**config.mk**
```make
export PLATFORM = sky130hd
export DESIGN_NAME = multicycle_control_fsm_flat
export DESIGN_NICKNAME = d
export VERILOG_FILES = /design/src/rtl/multicycle_control_fsm_pkg.sv /design/src/rtl/multicycle_control_fsm_if.sv /design/src/rtl/multicycle_control_fsm_alu_decoder.sv /design/src/rtl/multicycle_control_fsm.sv /design/src/flat_wrapper.sv
export SDC_FILE = /design/constraint.sdc
export NUM_CORES = 1
export LEC_CHECK = 0
export CAP_MARGIN = 20
export CORE_MARGIN = 2
export CORE_UTILIZATION = 39
export DETAILED_ROUTE_END_ITERATION = 12
export PLACE_DENSITY_LB_ADDON = 0.08
export SYNTH_ARGS = -nofsm -noshare
export SYNTH_HDL_FRONTEND = slang
export SYNTH_HIERARCHICAL = 1
export SYNTH_SLANG_ARGS = --single-unit
```
**constraint.sdc**
```tcl
create_clock -name clk -period 2.7 [get_ports clk]
set_clock_uncertainty 0.2 [all_clocks]
set_input_delay 0.675 -clock clk [delete_from_list [all_inputs] [get_ports clk]]
set_output_delay 0.675 -clock clk [all_outputs]
set_load 0.05 [all_outputs]
```
**src/rtl/multicycle_control_fsm_pkg.sv**
```systemverilog
// Shared types and encodings for the multicycle RV32 subset control unit:
// state enum, opcodes, ALUControl codes and datapath select encodings.
package multicycle_control_fsm_pkg;

    localparam int OP_W     = 7;
    localparam int ALUCTL_W = 3;

    typedef enum logic [3:0] {
        S_FETCH, S_DECODE, S_MEMADR, S_MEMREAD, S_MEMWB, S_MEMWRITE,
        S_EXECUTER, S_EXECUTEI, S_ALUWB, S_BEQ, S_JAL, S_ILLEGAL
    } state_t;

    localparam logic [OP_W-1:0] OP_LW  = 7'b0000011;
    localparam logic [OP_W-1:0] OP_SW  = 7'b0100011;
    localparam logic [OP_W-1:0] OP_R   = 7'b0110011;
    localparam logic [OP_W-1:0] OP_I   = 7'b0010011;
    localparam logic [OP_W-1:0] OP_BEQ = 7'b1100011;
    localparam logic [OP_W-1:0] OP_JAL = 7'b1101111;

    localparam logic [ALUCTL_W-1:0] ALU_ADD = 3'b000;
    localparam logic [ALUCTL_W-1:0] ALU_SUB = 3'b001;
    localparam logic [ALUCTL_W-1:0] ALU_AND = 3'b010;
    localparam logic [ALUCTL_W-1:0] ALU_OR  = 3'b011;

    localparam logic [1:0] RES_ALUOUT    = 2'b00;
    localparam logic [1:0] RES_DATA      = 2'b01;
    localparam logic [1:0] RES_ALURESULT = 2'b10;

    localparam logic [1:0] SRCA_PC    = 2'b00;
    localparam logic [1:0] SRCA_OLDPC = 2'b01;
    localparam logic [1:0] SRCA_RS1   = 2'b10;

    localparam logic [1:0] SRCB_RS2  = 2'b00;
    localparam logic [1:0] SRCB_IMM  = 2'b01;
    localparam logic [1:0] SRCB_FOUR = 2'b10;

    localparam logic [1:0] IMM_I = 2'b00;
    localparam logic [1:0] IMM_S = 2'b01;
    localparam logic [1:0] IMM_B = 2'b10;
    localparam logic [1:0] IMM_J = 2'b11;

endpackage

```
**src/rtl/multicycle_control_fsm_if.sv**
```systemverilog
// Control bundle between the control FSM (master) and the datapath (slave):
// decoded instruction fields and Zero in, enables and selects out.
interface multicycle_control_fsm_if #(
    parameter int OP_W     = 7,
    parameter int ALUCTL_W = 3
);
    logic [OP_W-1:0]     op;
    logic [2:0]          funct3;
    logic                funct7b5;
    logic                Zero;
    logic                PCWrite;
    logic                AdrSrc;
    logic                MemWrite;
    logic                IRWrite;
    logic                RegWrite;
    logic [1:0]          ResultSrc;
    logic [1:0]          ALUSrcA;
    logic [1:0]          ALUSrcB;
    logic [1:0]          ImmSrc;
    logic [ALUCTL_W-1:0] ALUControl;
    logic                illegal;

    modport master (
        input  op, funct3, funct7b5, Zero,
        output PCWrite, AdrSrc, MemWrite, IRWrite, RegWrite, ResultSrc,
               ALUSrcA, ALUSrcB, ImmSrc, ALUControl, illegal
    );

    modport slave (
        output op, funct3, funct7b5, Zero,
        input  PCWrite, AdrSrc, MemWrite, IRWrite, RegWrite, ResultSrc,
               ALUSrcA, ALUSrcB, ImmSrc, ALUControl, illegal
    );
endinterface

```
**src/rtl/multicycle_control_fsm_alu_decoder.sv**
```systemverilog
// ALU operation decoder: maps (is_rtype, funct3, funct7b5) to ALUControl and
// flags funct3 values outside the supported add/sub/and/or subset.
module alu_decoder
    import multicycle_control_fsm_pkg::*;
(
    input  logic                is_rtype,
    input  logic [2:0]          funct3,
    input  logic                funct7b5,
    output logic [ALUCTL_W-1:0] alu_ctl,
    output logic                illegal
);
    always_comb begin
        alu_ctl = ALU_ADD;
        illegal = 1'b0;
        case (funct3)
            // funct7b5 only selects sub for R-type; addi ignores it
            3'b000:  alu_ctl = (is_rtype && funct7b5) ? ALU_SUB : ALU_ADD;
            3'b111:  alu_ctl = ALU_AND;
            3'b110:  alu_ctl = ALU_OR;
            default: illegal = 1'b1;
        endcase
    end
endmodule

```
**src/rtl/multicycle_control_fsm.sv**
```systemverilog
// Multicycle RV32 subset main control FSM. Optional macro ILLEGAL_TRAP_EN makes
// the ILLEGAL state absorbing with illegal=1; otherwise ILLEGAL is a NOP.
module multicycle_control_fsm
    import multicycle_control_fsm_pkg::*;
#(
    parameter int OP_W     = 7,
    parameter int ALUCTL_W = 3
) (
    input  logic                      clk,
    input  logic                      reset,
    multicycle_control_fsm_if.master  bus
);
    state_t              state, nxt;
    logic [OP_W-1:0]     op;
    logic [ALUCTL_W-1:0] dec_ctl;
    logic                dec_ill;

    assign op = bus.op;

    alu_decoder u_dec (
        .is_rtype (op == OP_R),
        .funct3   (bus.funct3),
        .funct7b5 (bus.funct7b5),
        .alu_ctl  (dec_ctl),
        .illegal  (dec_ill)
    );

    always_ff @(posedge clk or negedge reset) begin
        if (!reset) state <= S_FETCH;
        else        state <= nxt;
    end

    // Outputs stay at their all-zero defaults while reset is low so no enable
    // can pulse during an asynchronous abort.
    always_comb begin
        nxt            = S_FETCH;
        bus.PCWrite    = 1'b0;
        bus.AdrSrc     = 1'b0;
        bus.MemWrite   = 1'b0;
        bus.IRWrite    = 1'b0;
        bus.RegWrite   = 1'b0;
        bus.ResultSrc  = RES_ALUOUT;
        bus.ALUSrcA    = SRCA_PC;
        bus.ALUSrcB    = SRCB_RS2;
        bus.ImmSrc     = IMM_I;
        bus.ALUControl = ALU_ADD;
        bus.illegal    = 1'b0;
        if (reset) begin
            case (state)
                S_FETCH: begin
                    bus.IRWrite   = 1'b1;
                    bus.PCWrite   = 1'b1;
                    bus.ALUSrcB   = SRCB_FOUR;
                    bus.ResultSrc = RES_ALURESULT;
                    nxt           = S_DECODE;
                end
                S_DECODE: begin
                    bus.ALUSrcA = SRCA_OLDPC;
                    bus.ALUSrcB = SRCB_IMM;
                    bus.ImmSrc  = IMM_B;
                    case (op)
                        OP_LW, OP_SW: nxt = S_MEMADR;
                        OP_R:         nxt = dec_ill ? S_ILLEGAL : S_EXECUTER;
                        OP_I:         nxt = dec_ill ? S_ILLEGAL : S_EXECUTEI;
                        OP_BEQ:       nxt = S_BEQ;
                        OP_JAL:       nxt = S_JAL;
                        default:      nxt = S_ILLEGAL;
                    endcase
                end
                S_MEMADR: begin
                    bus.ALUSrcA = SRCA_RS1;
                    bus.ALUSrcB = SRCB_IMM;
                    bus.ImmSrc  = (op == OP_LW) ? IMM_I : IMM_S;
                    nxt         = (op == OP_LW) ? S_MEMREAD : S_MEMWRITE;
                end
                S_MEMREAD: begin
                    bus.AdrSrc = 1'b1;
                    nxt        = S_MEMWB;
                end
                S_MEMWB: begin
                    bus.ResultSrc = RES_DATA;
                    bus.RegWrite  = 1'b1;
                end
                S_MEMWRITE: begin
                    bus.AdrSrc   = 1'b1;
                    bus.MemWrite = 1'b1;
                end
                S_EXECUTER: begin
                    bus.ALUSrcA    = SRCA_RS1;
                    bus.ALUControl = dec_ctl;
                    nxt            = S_ALUWB;
                end
                S_EXECUTEI: begin
                    bus.ALUSrcA    = SRCA_RS1;
                    bus.ALUSrcB    = SRCB_IMM;
                    bus.ALUControl = dec_ctl;
                    nxt            = S_ALUWB;
                end
                S_ALUWB: bus.RegWrite = 1'b1;
                S_BEQ: begin
                    bus.ALUSrcA    = SRCA_RS1;
                    bus.ALUControl = ALU_SUB;
                    bus.PCWrite    = bus.Zero;
                end
                S_JAL: begin
                    bus.ALUSrcA = SRCA_OLDPC;
                    bus.ALUSrcB = SRCB_FOUR;
                    bus.PCWrite = 1'b1;
                    nxt         = S_ALUWB;
                end
                S_ILLEGAL: begin
`ifdef ILLEGAL_TRAP_EN
                    bus.illegal = 1'b1;
                    nxt         = S_ILLEGAL;
`else
                    nxt         = S_FETCH;
`endif
                end
                default: nxt = S_FETCH;
            endcase
        end
    end
endmodule

```
**src/flat_wrapper.sv**
```systemverilog
// flat-port wrapper written by rule: the top's interface ports become plain ports
module multicycle_control_fsm_flat import multicycle_control_fsm_pkg::*;
#(
    parameter int OP_W     = 7,
    parameter int ALUCTL_W = 3
)
  (clk, reset, bus_op, bus_funct3, bus_funct7b5, bus_Zero, bus_PCWrite, bus_AdrSrc, bus_MemWrite, bus_IRWrite, bus_RegWrite, bus_ResultSrc, bus_ALUSrcA, bus_ALUSrcB, bus_ImmSrc, bus_ALUControl, bus_illegal);
  multicycle_control_fsm_if #(.OP_W(OP_W), .ALUCTL_W(ALUCTL_W)) bus_i ();
  input  logic clk;
  input  logic reset;
  input wire logic [$bits(bus_i.op)-1:0] bus_op;
  input wire logic [$bits(bus_i.funct3)-1:0] bus_funct3;
  input wire logic [$bits(bus_i.funct7b5)-1:0] bus_funct7b5;
  input wire logic [$bits(bus_i.Zero)-1:0] bus_Zero;
  output wire logic [$bits(bus_i.PCWrite)-1:0] bus_PCWrite;
  output wire logic [$bits(bus_i.AdrSrc)-1:0] bus_AdrSrc;
  output wire logic [$bits(bus_i.MemWrite)-1:0] bus_MemWrite;
  output wire logic [$bits(bus_i.IRWrite)-1:0] bus_IRWrite;
  output wire logic [$bits(bus_i.RegWrite)-1:0] bus_RegWrite;
  output wire logic [$bits(bus_i.ResultSrc)-1:0] bus_ResultSrc;
  output wire logic [$bits(bus_i.ALUSrcA)-1:0] bus_ALUSrcA;
  output wire logic [$bits(bus_i.ALUSrcB)-1:0] bus_ALUSrcB;
  output wire logic [$bits(bus_i.ImmSrc)-1:0] bus_ImmSrc;
  output wire logic [$bits(bus_i.ALUControl)-1:0] bus_ALUControl;
  output wire logic [$bits(bus_i.illegal)-1:0] bus_illegal;
  assign bus_i.op = bus_op;
  assign bus_i.funct3 = bus_funct3;
  assign bus_i.funct7b5 = bus_funct7b5;
  assign bus_i.Zero = bus_Zero;
  assign bus_PCWrite = bus_i.PCWrite;
  assign bus_AdrSrc = bus_i.AdrSrc;
  assign bus_MemWrite = bus_i.MemWrite;
  assign bus_IRWrite = bus_i.IRWrite;
  assign bus_RegWrite = bus_i.RegWrite;
  assign bus_ResultSrc = bus_i.ResultSrc;
  assign bus_ALUSrcA = bus_i.ALUSrcA;
  assign bus_ALUSrcB = bus_i.ALUSrcB;
  assign bus_ImmSrc = bus_i.ImmSrc;
  assign bus_ALUControl = bus_i.ALUControl;
  assign bus_illegal = bus_i.illegal;
  multicycle_control_fsm #(.OP_W(OP_W), .ALUCTL_W(ALUCTL_W)) u_core (.clk(clk), .reset(reset), .bus(bus_i));
endmodule
```
**Yosys cells after proc, flatten, opt, wreduce, memory -nomap -nowiden**

Index checks and enable logic that the tools add are counted.
W data, S select, Z words.

- Bits in registers: 4
- Input bits: 14
- Output and inout port bits: 17
- Logic and storage cells: 61

- Equality and inequality tests: 18
- Muxes and demuxes: 29
- Reductions and logical operators: 13

Operator list:

| operator | count |
|---|---|
| $pmux W4 S5 | 2 |
| $pmux W2 S2 | 5 |
| $eq A4 B3 Y1 const B | 4 |
| $eq A7 B6 Y1 const B | 2 |
| $eq A7 B7 Y1 const B | 2 |
| $eq A4 B4 Y1 const B | 3 |
| $mux W4 | 3 |
| $reduce_or A2 Y1 | 6 |
| $mux W1 | 11 |
| $reduce_or A3 Y1 | 3 |
| $eq A4 B2 Y1 const B | 2 |
| $mux W2 | 4 |
| $eq A7 B2 Y1 const B | 1 |
| $eq A7 B5 Y1 const B | 1 |
| $eq A3 B3 Y1 const B | 2 |
| $mux W3 | 2 |
| $pmux W2 S3 | 1 |
| $eq A4 B1 Y1 const B | 1 |
| $logic_not A4 Y1 | 1 |
| $reduce_or A4 Y1 | 1 |
| $logic_not A3 Y1 | 1 |
| $pmux W1 S2 | 1 |
| $logic_and A1 B1 Y1 | 1 |

**Longest topological paths before layout**

- Depth in word-level cells: 6
- Gate-level depth with buffers: 6
- Mapped depth without buffers: 6

**Modules after synthesis**

The synthesis kept the hierarchy.

Modules (own cells, without submodules):

| module | instances | cells each | area an instance (um^2) | sequential area each (um^2) |
|---|---|---|---|---|
| multicycle_control_fsm | 1 | 75 | 576.8 | 100.1 |
| alu_decoder | 1 | 8 | 43.8 | 0.0 |

**Least setup slack after synthesis**

OpenSTA, ideal clock, no wires.

- Path type: flip-flop to output port
- Start: register u_core.state[3]
- End: output bus_RegWrite
- Data arrival time: 3.125 ns
- Required time: 1.825 ns
- Slack: -1.300 ns
- Cell stages (with the launch flop): 4
- Path buffers: 1
- Path through: dfrtp_1 buf_2 nand2b_1 a2111oi_0

- Longest elaborated chain between the ends: 4
- Elaborated cells on any way between the ends: 5
- Classes of those cells: eq/ne (2); mux (2); reduce/logical (1)

RTL lines:

| element | line | text |
|---|---|---|
| start, declared | multicycle_control_fsm.sv:13 | `state_t state, nxt;` |
| start signal, assigned | multicycle_control_fsm.sv:30 | `else state <= nxt;` |
| $eq A4 B4 Y1 / $eq A4 B3 Y1 (equally long branches) | multicycle_control_fsm.sv:49 | `case (state)` |
| $reduce_or A2 Y1 (no source line) * | - |  |
| $mux W1 * | multicycle_control_fsm.sv:49 |  |
| $mux W1 * | multicycle_control_fsm.sv:48 | `if (reset) begin` |
| end, declared | flat_wrapper.sv:19 | `output wire logic [$bits(bus_i.RegWrite)-1:0] bus_RegWrite;` |

Every way passes the cells marked *; elsewhere a longest branch is shown, timed or not.

**Worst setup path after layout**

- Start: input bus_op[2]
- End: output bus_ALUControl[0]

- Longest elaborated chain between the ends: 6

RTL lines:

| element | line | text |
|---|---|---|
| start, declared | flat_wrapper.sv:11 | `input wire logic [$bits(bus_i.op)-1:0] bus_op;` |
| $eq A7 B6 Y1 | multicycle_control_fsm.sv:21 | `.is_rtype (op == OP_R),` |
| $logic_and A1 B1 Y1 | multicycle_control_fsm_alu_decoder.sv:17 | `3'b000: alu_ctl = (is_rtype && funct7b5) ? ALU_SUB : ALU_ADD;` |
| $mux W1 | multicycle_control_fsm_alu_decoder.sv:17 |  |
| $pmux W2 S3 | multicycle_control_fsm_alu_decoder.sv:15 | `case (funct3)` |
| named net u_core.dec_ctl[0] | multicycle_control_fsm.sv:15 | `logic [ALUCTL_W-1:0] dec_ctl;` |
| $pmux W2 S2 | multicycle_control_fsm.sv:49 |  |
| $mux W3 | multicycle_control_fsm.sv:48 |  |
| end, declared | flat_wrapper.sv:24 | `output wire logic [$bits(bus_i.ALUControl)-1:0] bus_ALUControl;` |

The timed path passes the listed nets, and every way through them passes these cells.

==> results by group <==
Synth
  • Yosys warning total: 6
  • Post-Syn Nets: just under 100
  • Seq cells post-synth: 4
  • Post-synthesis cell count: 83
  • Synthesized area per cell: between 7 and 8 um^2
  • Async SR Flop Fraction: 1.000
  • Synth Flop Type: dfrtp_1
  • Synth cell types: 35
  • Post-synth EDFFs: 0
  • Part of the Yosys area used for sequential elements: 0.1613
  • Netlist Area Pre-Place: roughly 620 um^2

Global route
  • Total GRT Usage: 0.2291
  • Antenna violations before repair: 0
  • GRT Max-Usage Layer: met2
  • Met1 usage: 0.2538
  • Global routing usage on met3: 0.04167
  • Vias in the first global route: 781
  • Total gr overflow: 0
  • M2 GR Usage: 0.3941
  • First-pass GRT wire length: 3298 um
  • Largest net degree at the start of global routing: 16

Worst setup path
  • Worst Path Arrival: slightly above 2 ns
  • Worst Path Max Fanout: 2
  • Worst setup SP type: primary input
  • Worst setup EP type: output port
  • Crit Path Class: primary input to output port
  • Required @ worst endpoint: 1.82 ns

Power and ir drop
  • Max VDD drop: 0.2825 mV
  • PwrDens: roughly 370 mW/mm^2
  • Leak: 0.5462 nW

Clocking
  • Clock H-tree levels: 1
  • Clock sink count: 4
  • CTS Buffer Depth: 2
  • Worst-skew pair later-pin latency: 0.23 ns
  • CTS tree: built
  • Clk pin slew, worst setup/hold paths: 0.03 ns
  • Root buf cell: clkbuf_4
  • Cts bufs inserted: 3
  • Cts hold-fix bufs: 0

Detailed routing
  • Remaining DRCs: 0
  • Vias: 826
  • Final antenna-violating net count: 0
  • Initial DRC Count: 29
  • Post-Route WL: between 2000 and 2500 um
  • Wirelength per Cell: 14.15 um
  • DR vias/cell: 5.736
  • Pre-antenna DRT Iters: 5

Die
  • Die span in y: 43.89 um
  • Horiz. Die Dim: about 44 um
  • Row cnt: 14
  • Core area: 0.001506 mm^2
  • Starting Density: 0.4120
  • IO Count: 31
  • Die ar.: 0.001926 mm^2

STA
  • Fmax achieved: 340.5 MHz
  • Period utilization: 1.088
  • Final Setup Violations: 1
  • Final Hold Viols: 0
  • Minimum clock period: 2.936 ns
  • Sum Neg Setup Slack: -0.2364 ns
  • Unrepaired setup endpoints after global routing: yes
  • Setup slack after layout: -0.2364 ns
  • Hold Slack: 0.3767 ns
  • Final Max Slew Viols: 0

Outcome
  • Outcome: complete, but fails checks
  • Failing checks: negative setup slack

Cells and area
  • Share of cells above drive strength 1: 0.4688
  • Max reg flops: 4
  • Final core occ: 0.8472
  • Total Nets Final: ~140
  • Layout area overhead: 105.6%
  • Most flop-heavy register: u_core/state
  • Top flop regs: u_core/state x4
  • N_diodes: 0
  • Post-route cell area: 0.001276 mm^2

Place
  • Dpl cell area: between 0.001 and 0.0015 mm^2
  • GPL Wtd Cong: 0.7973
  • DP Wirelength: 1451 um
  • PortBufs: 28

Worst hold path
  • Hold Crit Class: primary input to async pin

Job
  • Max Cap Viol: 0
path summary, 6_finish.rpt:
check | from | end | slack [ns] | depth (start not counted)
setup / recovery | bus_op[2] | bus_ALUControl[0] | -0.24 | 8
hold / removal | reset | u_core/state[1]$_DFF_PN0_ | 0.38 | 3
setup reg to reg | u_core/state[0]$_DFF_PN0_ | u_core/state[2]$_DFF_PN0_ | 0.99 | 4
hold reg to reg | u_core/state[1]$_DFF_PN0_ | u_core/state[0]$_DFF_PN0_ | 0.64 | 2
max in group asynchronous | reset | u_core/state[2]$_DFF_PN0_ | 1.82 | 3
min in group clk | u_core/state[1]$_DFF_PN0_ | u_core/state[0]$_DFF_PN0_ | 0.64 | 2
worst max-delay path, stage by stage:
cell       delay (ns)
buf_6            0.10
nor4b_4          0.29
and4_4           0.24
nand4bb_1        0.11
a21oi_2          0.16
nand4b_1         0.16
a21oi_4          0.19
buf_12           0.15
cell usage in the layout (no fill, tap or decap), types with 2 or more instances in the layout:
| cell | n |
|---|---|
| buf_6 | 5 |
| nor2_1 | 3 |
| buf_2 | 2 |
| clkbuf_4 | 3 |
| a21oi_1 | 6 |
| nor3_1 | 2 |
| conb_1 | 2 |
| buf_12 | 14 |
| nor2b_1 | 2 |
| and3_1 | 4 |
| nand3b_1 | 2 |
| o21ai_0 | 3 |
| dfrtp_1 | 4 |
| nor3b_1 | 2 |
| dlygate4sd2_1 | 2 |
| nand2_1 | 6 |
| nand2b_1 | 7 |
| clkdlybuf4s50_1 | 5 |
| xor2_1 | 2 |
| buf_4 | 19 |
| nor3_2 | 2 |
| inv_1 | 2 |
| or3b_1 | 2 |
stage by stage:
stage | cells | total power [mW] | setup slack (ns)
3_5_place_dp | 135 | 0.3896 | -0.6465
3_3_place_gp | 135 | 0.3850 | -0.5946
5_1_grt | 144 | 0.4990 | -0.3015
6_report | 144 | 0.4777 | -0.2364
4_1_cts | 142 | 0.4722 | -0.2624
2_1_floorplan | 83 | 0.2433 | -0.06367
layout make-up:
cell class,count,area [um^2]
repair buffers,50,586.8
well taps,16,20.02
flip-flops and latches,4,100.1
fillers,85,230.2
clock buffers,3,22.52
inverters,3,11.26
multi-input cells,68,535.5
repair_timing:
item,in CTS,in global routing
resized for setup,29,8
setup endpoints to repair,9,3
setup buffers,4,2
pin swaps,6,5
routing by layer:
layer | part of all wire | wire (um) | vias to the layer above
met1 | 0.40 | 808 | 393
met5 | 0 | 0 | -
met2 | 0.54 | 1092 | 34
li1 | - | - | 391
met3 | 0.041 | 83 | 8
met4 | 0.027 | 55 | 0
cells in the mapped netlist, drive strengths merged (2+ instances only):
master / number / area (um^2)
a21oi: 8 / 40.04
and3: 4 / 25.02
buf: 7 / 42.54
conb: 2 / 7.510
dfrtp: 4 / 100.1
inv: 3 / 11.26
nand2: 6 / 22.52
nand2b: 7 / 43.79
nand3b: 2 / 15.01
nand4bb: 2 / 38.79
nor2: 3 / 11.26
nor2b: 3 / 18.77
nor3: 5 / 25.02
nor3b: 3 / 22.52
o21ai: 4 / 20.01
or3b: 2 / 17.52
or4: 2 / 15.01
xor2: 2 / 17.52
kinds of logic (layout without fill, tap and decap cells):
| kind of cell | count (synthesis) | after routing | share of synthesized area |
|---|---|---|---|
| compound gates | 18 | 18 | 0.1815 |
| other cells | 2 | 2 | 0.01210 |
| simple gates | 45 | 45 | 0.5101 |
| buf+inv | 11 | 56 | 0.09273 |
| xor+xnor | 3 | 3 | 0.04235 |
| flops | 4 | 4 | 0.1613 |
power by group:
| part | switching, mW | leakage, nW | internal [mW] |
|---|---|---|---|
| Clock | 0.0224 | 0.0138 | 0.0496 |
| Sequential | 0.0161 | 0.0528 | 0.0667 |
| Combinational | 0.169 | 0.480 | 0.154 |
| Total | 0.207 | 0.546 | 0.270 |
Note: power is estimated with default switching activity, not from simulation.
